### config.mk
export PLATFORM = sky130hd
export DESIGN_NAME = csi_line_framer
export DESIGN_NICKNAME = d
export VERILOG_FILES = /design/src/rtl/csi_video_pkg.sv /design/src/rtl/csi_sync_fifo.sv /design/src/rtl/csi_line_framer.sv
export SDC_FILE = /design/constraint.sdc
export NUM_CORES = 1
export LEC_CHECK = 0
export CELL_PAD_IN_SITES_DETAIL_PLACEMENT = 1
export CELL_PAD_IN_SITES_GLOBAL_PLACEMENT = 1
export CORE_MARGIN = 5
export CORE_UTILIZATION = 41
export CTS_CLUSTER_SIZE = 25
export DETAILED_ROUTE_END_ITERATION = 16
export PLACE_DENSITY_LB_ADDON = 0.1
export SLEW_MARGIN = 25
export SYNTH_ARGS = -nofsm -noshare
export SYNTH_HDL_FRONTEND = slang
export SYNTH_SLANG_ARGS = --single-unit
### constraint.sdc
create_clock -name clk -period 2.45 [get_ports clk]
set_clock_uncertainty 0.1 [all_clocks]
set_input_delay 0.3675 -clock clk [delete_from_list [all_inputs] [get_ports clk]]
set_output_delay 0.3675 -clock clk [all_outputs]
set_load 0.005 [all_outputs]
### src/rtl/csi_video_pkg.sv
// Shared definitions for the CSI line framer: FSM encoding, sideband flag layout
// and default geometry.
package csi_video_pkg;

  typedef enum logic [1:0] {
    ST_WAIT_FRAME = 2'd0,
    ST_IN_LINE    = 2'd1,
    ST_LINE_GAP   = 2'd2
  } csi_state_e;

  localparam int FLAG_W       = 2;
  localparam int FLAG_SOF_BIT = 1;
  localparam int FLAG_EOL_BIT = 0;

  localparam int DEF_LINE_WORDS  = 320;
  localparam int DEF_FRAME_LINES = 480;

  function automatic logic [FLAG_W-1:0] pack_flags(input logic sof, input logic eol);
    logic [FLAG_W-1:0] f;
    f               = {FLAG_W{1'b0}};
    f[FLAG_SOF_BIT] = sof;
    f[FLAG_EOL_BIT] = eol;
    return f;
  endfunction

endpackage

### src/rtl/csi_sync_fifo.sv
// Single-clock FIFO with full/empty flags; head entry is presented without a read
// strobe. A write while full is accepted only when a read frees a slot that cycle.
module csi_sync_fifo #(
  parameter int W     = 18,
  parameter int DEPTH = 4
) (
  input  logic         clk,
  input  logic         rst_n,
  input  logic         i_wr,
  input  logic [W-1:0] i_wdata,
  input  logic         i_rd,
  output logic [W-1:0] o_rdata,
  output logic         o_full,
  output logic         o_empty
);

  localparam int AW = (DEPTH > 1) ? $clog2(DEPTH) : 1;
  localparam int CW = $clog2(DEPTH + 1);

  logic [W-1:0]  r_mem [DEPTH];
  logic [AW-1:0] r_wptr;
  logic [AW-1:0] r_rptr;
  logic [CW-1:0] r_count;
  logic          w_do_rd;
  logic          w_do_wr;

  assign o_full  = (r_count == CW'(DEPTH));
  assign o_empty = (r_count == {CW{1'b0}});
  assign o_rdata = r_mem[r_rptr];
  assign w_do_rd = i_rd & ~o_empty;
  assign w_do_wr = i_wr & (~o_full | w_do_rd);

  // Storage, pointers and occupancy.
  always_ff @(posedge clk or negedge rst_n) begin
    if (!rst_n) begin
      for (int i = 0; i < DEPTH; i++) begin
        r_mem[i] <= {W{1'b0}};
      end
      r_wptr  <= {AW{1'b0}};
      r_rptr  <= {AW{1'b0}};
      r_count <= {CW{1'b0}};
    end else begin
      if (w_do_wr) begin
        r_mem[r_wptr] <= i_wdata;
        r_wptr        <= r_wptr + AW'(1);
      end
      if (w_do_rd) begin
        r_rptr <= r_rptr + AW'(1);
      end
      case ({w_do_wr, w_do_rd})
        2'b10:   r_count <= r_count + CW'(1);
        2'b01:   r_count <= r_count - CW'(1);
        default: r_count <= r_count;
      endcase
    end
  end

endmodule

### src/rtl/csi_line_framer.sv
// Frames a raw CSI payload word stream into lines and frames, tags sof/eol,
// tracks line/frame counters and sticky error flags, and buffers into a FIFO.
module csi_line_framer
  import csi_video_pkg::*;
#(
  parameter int DATA_W      = 16,
  parameter int LINE_WORDS  = DEF_LINE_WORDS,
  parameter int FRAME_LINES = DEF_FRAME_LINES,
  parameter int VGAP_CYCLES = 1024,
  parameter int FIFO_DEPTH  = 4
) (
  input  logic              clk,
  input  logic              rst_n,
  input  logic              in_valid,
  input  logic [DATA_W-1:0] in_data,
  input  logic              err_clr,
  output logic              out_valid,
  input  logic              out_ready,
  output logic [DATA_W-1:0] out_data,
  output logic              out_sof,
  output logic              out_eol,
  output logic [15:0]       line_count,
  output logic [15:0]       frame_count,
  output logic              err_short,
  output logic              err_long,
  output logic              err_ovf
);

  localparam int WCW = $clog2(LINE_WORDS + 1);
  localparam int GCW = $clog2(VGAP_CYCLES + 1);
  localparam int FW  = DATA_W + FLAG_W;

  localparam logic [WCW-1:0] LW_V   = WCW'(LINE_WORDS);
  localparam logic [WCW-1:0] LW_M1  = WCW'(LINE_WORDS - 1);
  localparam logic [WCW-1:0] WC_ONE = WCW'(1);
  localparam logic [GCW-1:0] VG_M1  = GCW'(VGAP_CYCLES - 1);
  localparam logic [15:0]    FL_M1  = 16'(FRAME_LINES - 1);
  localparam logic           FIRST_EOL = (LINE_WORDS == 1);

  csi_state_e     r_state;
  logic [WCW-1:0] r_word_cnt;
  logic [GCW-1:0] r_gap_cnt;
  logic [15:0]    r_line_count;
  logic [15:0]    r_frame_count;
  logic           r_err_short;
  logic           r_err_long;
  logic           r_err_ovf;

  logic           w_wr;
  logic           w_sof;
  logic           w_eol;
  logic           w_long_evt;
  logic           w_short_evt;
  logic           w_frame_done;
  logic           w_rd;
  logic           w_ovf_evt;
  logic           w_full;
  logic           w_empty;
  logic [FW-1:0]  w_wdata;
  logic [FW-1:0]  w_rdata;

  // Per-cycle decode of the incoming word: tag, keep/drop, and line-end events.
  always_comb begin
    w_wr         = 1'b0;
    w_sof        = 1'b0;
    w_eol        = 1'b0;
    w_long_evt   = 1'b0;
    w_short_evt  = 1'b0;
    w_frame_done = 1'b0;
    case (r_state)
      ST_WAIT_FRAME: begin
        if (in_valid) begin
          w_wr  = 1'b1;
          w_sof = 1'b1;
          w_eol = FIRST_EOL;
        end else begin
          w_wr = 1'b0;
        end
      end
      ST_IN_LINE: begin
        if (in_valid) begin
          if (r_word_cnt < LW_V) begin
            w_wr  = 1'b1;
            w_eol = (r_word_cnt == LW_M1);
          end else begin
            w_long_evt = 1'b1;
          end
        end else begin
          w_short_evt = (r_word_cnt < LW_V);
        end
      end
      ST_LINE_GAP: begin
        // A word arriving on the frame-closing cycle opens the next frame.
        w_frame_done = (r_line_count == FL_M1) || (r_gap_cnt >= VG_M1);
        if (in_valid) begin
          w_wr  = 1'b1;
          w_sof = w_frame_done;
          w_eol = FIRST_EOL;
        end else begin
          w_wr = 1'b0;
        end
      end
      default: begin
        w_wr = 1'b0;
      end
    endcase
  end

  assign w_wdata   = {in_data, pack_flags(w_sof, w_eol)};
  assign w_rd      = out_valid & out_ready;
  assign w_ovf_evt = w_wr & w_full & ~w_rd;

  // Line/frame state machine and its counters.
  always_ff @(posedge clk or negedge rst_n) begin
    if (!rst_n) begin
      r_state       <= ST_WAIT_FRAME;
      r_word_cnt    <= {WCW{1'b0}};
      r_gap_cnt     <= {GCW{1'b0}};
      r_line_count  <= 16'd0;
      r_frame_count <= 16'd0;
    end else begin
      case (r_state)
        ST_WAIT_FRAME: begin
          if (in_valid) begin
            r_state      <= ST_IN_LINE;
            r_word_cnt   <= WC_ONE;
            r_line_count <= 16'd0;
          end
        end
        ST_IN_LINE: begin
          if (in_valid) begin
            if (r_word_cnt < LW_V) begin
              r_word_cnt <= r_word_cnt + WC_ONE;
            end
          end else begin
            r_state   <= ST_LINE_GAP;
            r_gap_cnt <= {GCW{1'b0}};
          end
        end
        ST_LINE_GAP: begin
          if (w_frame_done) begin
            r_frame_count <= r_frame_count + 16'd1;
            if (in_valid) begin
              r_state      <= ST_IN_LINE;
              r_word_cnt   <= WC_ONE;
              r_line_count <= 16'd0;
            end else begin
              r_state <= ST_WAIT_FRAME;
            end
          end else if (in_valid) begin
            r_state      <= ST_IN_LINE;
            r_word_cnt   <= WC_ONE;
            r_line_count <= r_line_count + 16'd1;
          end else begin
            r_gap_cnt <= r_gap_cnt + GCW'(1);
          end
        end
        default: begin
          r_state <= ST_WAIT_FRAME;
        end
      endcase
    end
  end

  // Sticky error flags; a same-cycle event overrides the clear.
  always_ff @(posedge clk or negedge rst_n) begin
    if (!rst_n) begin
      r_err_short <= 1'b0;
      r_err_long  <= 1'b0;
      r_err_ovf   <= 1'b0;
    end else begin
      r_err_short <= w_short_evt | (r_err_short & ~err_clr);
      r_err_long  <= w_long_evt  | (r_err_long  & ~err_clr);
      r_err_ovf   <= w_ovf_evt   | (r_err_ovf   & ~err_clr);
    end
  end

  csi_sync_fifo #(
    .W     (FW),
    .DEPTH (FIFO_DEPTH)
  ) u_fifo (
    .clk     (clk),
    .rst_n   (rst_n),
    .i_wr    (w_wr),
    .i_wdata (w_wdata),
    .i_rd    (w_rd),
    .o_rdata (w_rdata),
    .o_full  (w_full),
    .o_empty (w_empty)
  );

  assign out_valid   = ~w_empty;
  assign out_data    = w_rdata[FW-1:FLAG_W];
  assign out_sof     = w_rdata[FLAG_SOF_BIT];
  assign out_eol     = w_rdata[FLAG_EOL_BIT];
  assign line_count  = r_line_count;
  assign frame_count = r_frame_count;
  assign err_short   = r_err_short;
  assign err_long    = r_err_long;
  assign err_ovf     = r_err_ovf;

endmodule

# [After elaboration in Yosys (flattened, before gate mapping)]
# Cells that the tools add are included.
[word_totals] word_cells=112 regBits=136
[op_classes] add_sub_neg=8 mux=39 n_eq_ne=14 n_reduce_logical=13 bitwise_logic=18 n_lt_le_gt_ge=5
[op_table] cell="$bwmux 72" count=1
[op_table] cell="$mux 18" count=3
[op_table] cell="$mux 16" count=3
[op_table] cell="$bmux 18 s2" count=1
[op_table] cell="$demux 18 s2" count=1
[op_table] cell="$mux 11" count=3
[op_table] cell="$add 16x1->16 const B" count=2
[op_table] cell="$pmux 16 s2" count=1
[op_table] cell="$mux 9" count=3
[op_table] cell="$pmux 11 s2" count=1
[op_table] cell="$pmux 9 s2" count=1
[op_table] cell="$eq 16x9->1 const B" count=1
[op_table] cell="$mux 1" count=14
[op_table] cell="$add 11x1->11 const B" count=1
[op_table] cell="$ge 11x10->1 const B" count=1
[op_table] cell="$ne 2x2->1 const B" count=5
[op_table] cell="$add 9x1->9 const B" count=1
[op_table] cell="$eq 9x9->1 const B" count=1
[op_table] cell="$lt 9x9->1 const B" count=1
[op_table] cell="$and 1x1->1" count=8
[op_table] cell="$reduce_and 4->1" count=2
[op_table] cell="$reduce_bool 2->1" count=4
[op_table] cell="$ge 3x3->1 const B" count=2
[op_table] cell="$mux 2" count=3
[op_table] cell="21 further kinds" count=33

# [Logic depth before layout (Yosys ltp)]
[logic_depth] ltp_word=8 depth_mapped=11 ltp_nobuf=10

# [Modules after synthesis]
# A second synthesis with hierarchy kept.
[unflattened] cells_unflattened=527 hier_area_um2=6528.8
[by_module_without_submodules] module="csi_sync_fifo" cells_per_inst=211 area_per_inst_um2=3529.6 instances=1
[by_module_without_submodules] module="csi_line_framer" cells_per_inst=316 area_per_inst_um2=2999.1 instances=1

# [Worst setup path after synthesis]
# OpenSTA, ideal clock, no wires.
[synth_path] path_type="reg-to-reg" startpoint="register u_fifo.r_count[0]" endpoint="register u_fifo.r_count[2]" arrival_ns=2.412 path_stages_with_launch=11 required_time_ns=2.271 synth_period_minus_slack_ns=2.591 path_slack_ns=-0.141 path_cell_list="dfrtp_1 -> or4b_2 -> and3_1 -> buf_2 -> inv_1 -> ha_1 -> inv_1 -> fa_1 -> xor2_1 -> nor2_1 -> xor2_1"
[synth_between] elab_chain_len=8
[synth_rtl] item="start, declared" line="csi_sync_fifo.sv:23" rtl="logic [CW-1:0] r_count;"
[synth_rtl] item="start signal, assigned" line="csi_sync_fifo.sv:41" rtl="r_count <= {CW{1'b0}};"
[synth_rtl] item="start signal, assigned" line="csi_sync_fifo.sv:51" rtl="2'b10: r_count <= r_count + CW'(1);"
[synth_rtl] item="start signal, assigned" line="csi_sync_fifo.sv:52" rtl="2'b01: r_count <= r_count - CW'(1);"
[synth_rtl] item="$logic_not 3->1" line="csi_sync_fifo.sv:28" rtl="assign o_empty = (r_count == {CW{1'b0}});"
[synth_rtl] item="$not 1->1" line="csi_sync_fifo.sv:30, csi_line_framer.sv:192"
[synth_rtl] item="$and 1x1->1" line="csi_line_framer.sv:110" rtl="assign w_rd = out_valid & out_ready;"
[synth_rtl] item="$and 1x1->1" line="csi_sync_fifo.sv:30" rtl="assign w_do_rd = i_rd & ~o_empty;"
[synth_rtl] item="$or 1x1->1" line="csi_sync_fifo.sv:31" rtl="assign w_do_wr = i_wr & (~o_full | w_do_rd);"
[synth_rtl] item="$and 1x1->1" line="csi_sync_fifo.sv:31"
[synth_rtl] item="$eq 2x1->1 or $eq 2x2->1 (tied branches)" line="csi_sync_fifo.sv:50" rtl="case ({w_do_wr, w_do_rd})"
[synth_rtl] item="$pmux 3 s2 or $reduce_bool 2->1 (tied branches)"
# Several ways; a longest one is shown, not always the timed one.
# A chain may end at the register's enable or synchronous reset.

# [Final worst setup path]
[layout_path] startpoint="register u_fifo.r_rptr[0]" endpoint="output out_data[0]"
[layout_between] elab_chain_len=4
[layout_rtl] item="start, declared" line="csi_sync_fifo.sv:22" rtl="logic [AW-1:0] r_rptr;"
[layout_rtl] item="start signal, assigned" line="csi_sync_fifo.sv:40" rtl="r_rptr <= {AW{1'b0}};"
[layout_rtl] item="start signal, assigned" line="csi_sync_fifo.sv:48" rtl="r_rptr <= r_rptr + AW'(1);"
[layout_rtl] item="$not 2->3 (implied by the code)" line="csi_sync_fifo.sv:29" rtl="assign o_rdata = r_mem[r_rptr];"
[layout_rtl] item="$bmux 18 s2" line="csi_sync_fifo.sv:29"
[layout_rtl] item="$mux 18 (implied by the code) (2 in a row)" line="csi_sync_fifo.sv:29"
[layout_rtl] item="end, declared" line="csi_line_framer.sv:19" rtl="output logic [DATA_W-1:0] out_data,"
# Every way passes these cells. The select of a mux whose other input is x is not followed.

==> reports/qor.yml <==
logic_synthesis:
  synth_top_area_share_pct: 53.20
  ys_top_cells_by_area: "dfrtp_1, mux2_2, mux4_2, xnor2_1, nand2_1"
  ys_warn_count: 0
  yosys.cell_count.top_type: "dfrtp_1"
  synthArstFlopShare_pct: 100.0
  synth_ff_type: "dfrtp_1"
  syn_area_per_cell_sq_um: 12.49
  synth_cell_types: 52
  synth-seq-cells: 136
  ys_seq_area_share_pct: 53.20
  synth.cells.most_frequent: "dfrtp_1, mux2_2, nand2_1, nor2_1, nand3_1"
  netlist_area_sq_um: 6397
  synth_nets: 543
  synth_enable_flop_cells: 0
  yosysTopAreaCell: "dfrtp_1"
  syn_inst: 512
final_layout:
  syn_to_final_growth_pct: 32.21
  drive_gt1_share_pct: 30.93
  multi_input_area_sq_um: 2870
  fillers: 1575
  register_area_sq_um: 3403
  final_net_count: 685
  diodes: 0
  utilization_pct: 55.43
worst_hold_path:
  hold_class: "reg -> reg"
  hold_path_depth: 1
  min_from: "u_fifo.r_count[2]"
  holdPathEnd: "u_fifo.r_count[2]"
clock_tree:
  clkTransAtPathRegs_ps: 50
  cts_tree: "done"
  numCtsBuffers: 17
  cts_sinks: 136
  clk_latency_ps: 420
  cts_max_level: 4
  cts-root-buf: "clkbuf_16"
  clockBufferDepth: 2
power_and_ir_drop:
  p_sw_w: 0.002424
  p_leak_nw: 3.745
  comb_power_share_pct: 34.6
  powerDensity_nw_per_um2: 1022
  seqPwrFrac_pct: 38.3
  p_int_w: 0.006224
  clockPowerShare_pct: 27.1
  swShare_pct: 28.03
  irDropWorstVdd_mv: 0.5377
  total_power_w: 0.008648
placed_design:
  dp_hpwl_microns: 10990
  gp_congestion: 0.7931
  portBuffers: 74
route:
  vias: 4578
  firstDrtPassIters: 4
  drc_errors: 0
  drt_iter0_markers: 140
  wl_per_cell_microns: 17.66
  ant_nets: 0
  wl_microns: 15490
  vias_per_cell: 5.220
global_route:
  grt-ovfl-total: 0
  grt_pass1_wl_microns: 26630
  grt_usage_pct: 18.43
  antenna_found_initial: 0
  grt_max_degree: 63
  grt_pass1_vias: 5252
timing:
  finalHoldViolCount: 0
  fmaxAchievable_mhz: 420.4
  worstMarginPinSlew_ps: 591.2
  max-slew-margin-rel_pct: 60.59
  min_period_ps: 2379
  rsz0062_at_grt: "no"
  drv_slew: 0
  finalCritPeriodShare_pct: 97.09
  report.final.setup_viol: 0
critical_path:
  r2r-end: "frame_count[11]"
  arrival_ps: 1910
  worstSetupPathType: "reg -> out"
  r2r_slack_ps: 100
  r2r.worst_path.cells: 6
  cp_max_fo: 4
  required_ps: 1980
  critPathLaunchType: "flip-flop"
  endpoint_kind: "output port"
  reg2reg_from: "line_count[5]"
die:
  rows: 45
  die_y_microns: 134.9
  ios: 75
  initial_core_util_pct: 41.93
  core_sq_um: 15260
  die_area_sq_um: 18200
  die_w_microns: 134.9
run:
  maxCapViolCount: 0
run_status:
  status: "finished, final reports clean"
==> how the worst max path moves through the flow <==
stage | startpoint | end | cells past startpoint
after floorplan | u_fifo.r_count[0] | u_fifo.r_count[2] | 10
after global placement | out_ready | u_fifo.r_count[2] | 10
after detailed placement | out_ready | u_fifo.r_count[2] | 10
after CTS | u_fifo.r_rptr[0] | out_data[14] | 3
after global routing | u_fifo.r_rptr[0] | out_data[0] | 3
final | u_fifo.r_rptr[0] | out_data[0] | 3
==> layout by cell type (no fill, tap or decap), types with 3 or more instances in the layout <==
| cell type | instances |
|---|---|
| buf_4 | 57 |
| mux4_2 | 18 |
| dlygate4sd2_1 | 13 |
| xnor2_1 | 15 |
| nand3_1 | 21 |
| dlymetal6s2s_1 | 4 |
| xor2_1 | 14 |
| nand3b_1 | 3 |
| nor2b_1 | 4 |
| nor4_1 | 6 |
| and2_1 | 5 |
| buf_6 | 4 |
| inv_1 | 15 |
| clkbuf_16 | 17 |
| a22o_1 | 4 |
| o22ai_1 | 6 |
| ha_1 | 8 |
| dfrtp_1 | 136 |
| nand2_1 | 33 |
| nand2_2 | 4 |
| clkinvlp_4 | 4 |
| mux2i_1 | 8 |
| or3_1 | 5 |
| nor3_1 | 9 |
| nor2_1 | 30 |
| and3_1 | 5 |
| o21ai_0 | 13 |
| clkinv_2 | 6 |
| nand4_1 | 16 |
| o311ai_0 | 4 |
| a21oi_1 | 8 |
| mux2_2 | 73 |
| clkdlybuf4s50_1 | 56 |
| buf_12 | 6 |
==> through the flow <==
step	std cells	setup TNS [ps]	setup slack (ps)	instance area, sq um	hold WS, ps
after global routing	877	0	3.647	8458	391.9
after global placement	831	-939.1	-234.8	7786	281.1
after floorplan	512	0	20.15	6415	-28.09
final	877	0	71.18	8458	380.1
after CTS	870	0	2.892	8381	388.0
after detailed placement	831	-2040	-268.5	7786	293.6
==> per-layer routing <==
metal  GRT usage [%]  part of all wire [%]  up-vias
met3           5.291                   3.0       14
met5               0                     0        -
li1                -                     -     2150
met4           5.430                   1.0        0
met2           32.18                    52       68
met1           22.14                    44     2346
==> cell type report <==
type                            instances  area share (%)
Clock buffer                           18           5.074
Inverter                               15          0.6657
Tap cell                              211           3.121
Timing Repair Buffer                  141           15.70
Sequential cell                       136           40.24
Clock inverter                         13           1.272
Multi-Input combinational cell        343           33.93
==> power groups by stage <==
stage	registers (W)	clock network, W	logic [W]
finish	0.00332	0.00234	0.00299
global route	0.00340	0.00251	0.00328
CTS	0.00332	0.00241	0.00300
detailed placement	0.00335	0	0.00303
global placement	0.00328	0	0.00294
floorplan	0.00323	0	0.00177
==> worst max-delay path, stage by stage (launching register included) <==
cell             delay [ps]
dfrtp_1                 410
buf_6                   150
mux4_2                  490
clkdlybuf4s50_1         460
==> cell families after synthesis <==
logic type	Yosys count	synth area share (%)
compound gates	46	4.616
xor+xnor	29	3.970
fa+ha+maj	10	2.073
buf+inv	33	2.347
flops	136	53.20
mux	99	20.44
simple gates	159	13.36
==> state kept, by name (all words and copies together) (netlist names) <==
signal,cells
u_fifo.r_rptr,2
err_long,1
r_gap_cnt,11
r_word_cnt,9
line_count,16
frame_count,16
r_state,2
u_fifo.r_wptr,2
err_short,1
err_ovf,1
u_fifo.r_count,3
u_fifo.r_mem,72
==> timing repair <==
action	CTS	global route
setup endpoints to repair	18	9
resized for setup	16	7
pin swaps	0	3
hold buffers	1	0
endpoints found under the hold margin	59	0
buffers inserted	7	7
gates cloned	0	0
Power figures use the tool's default switching activity.
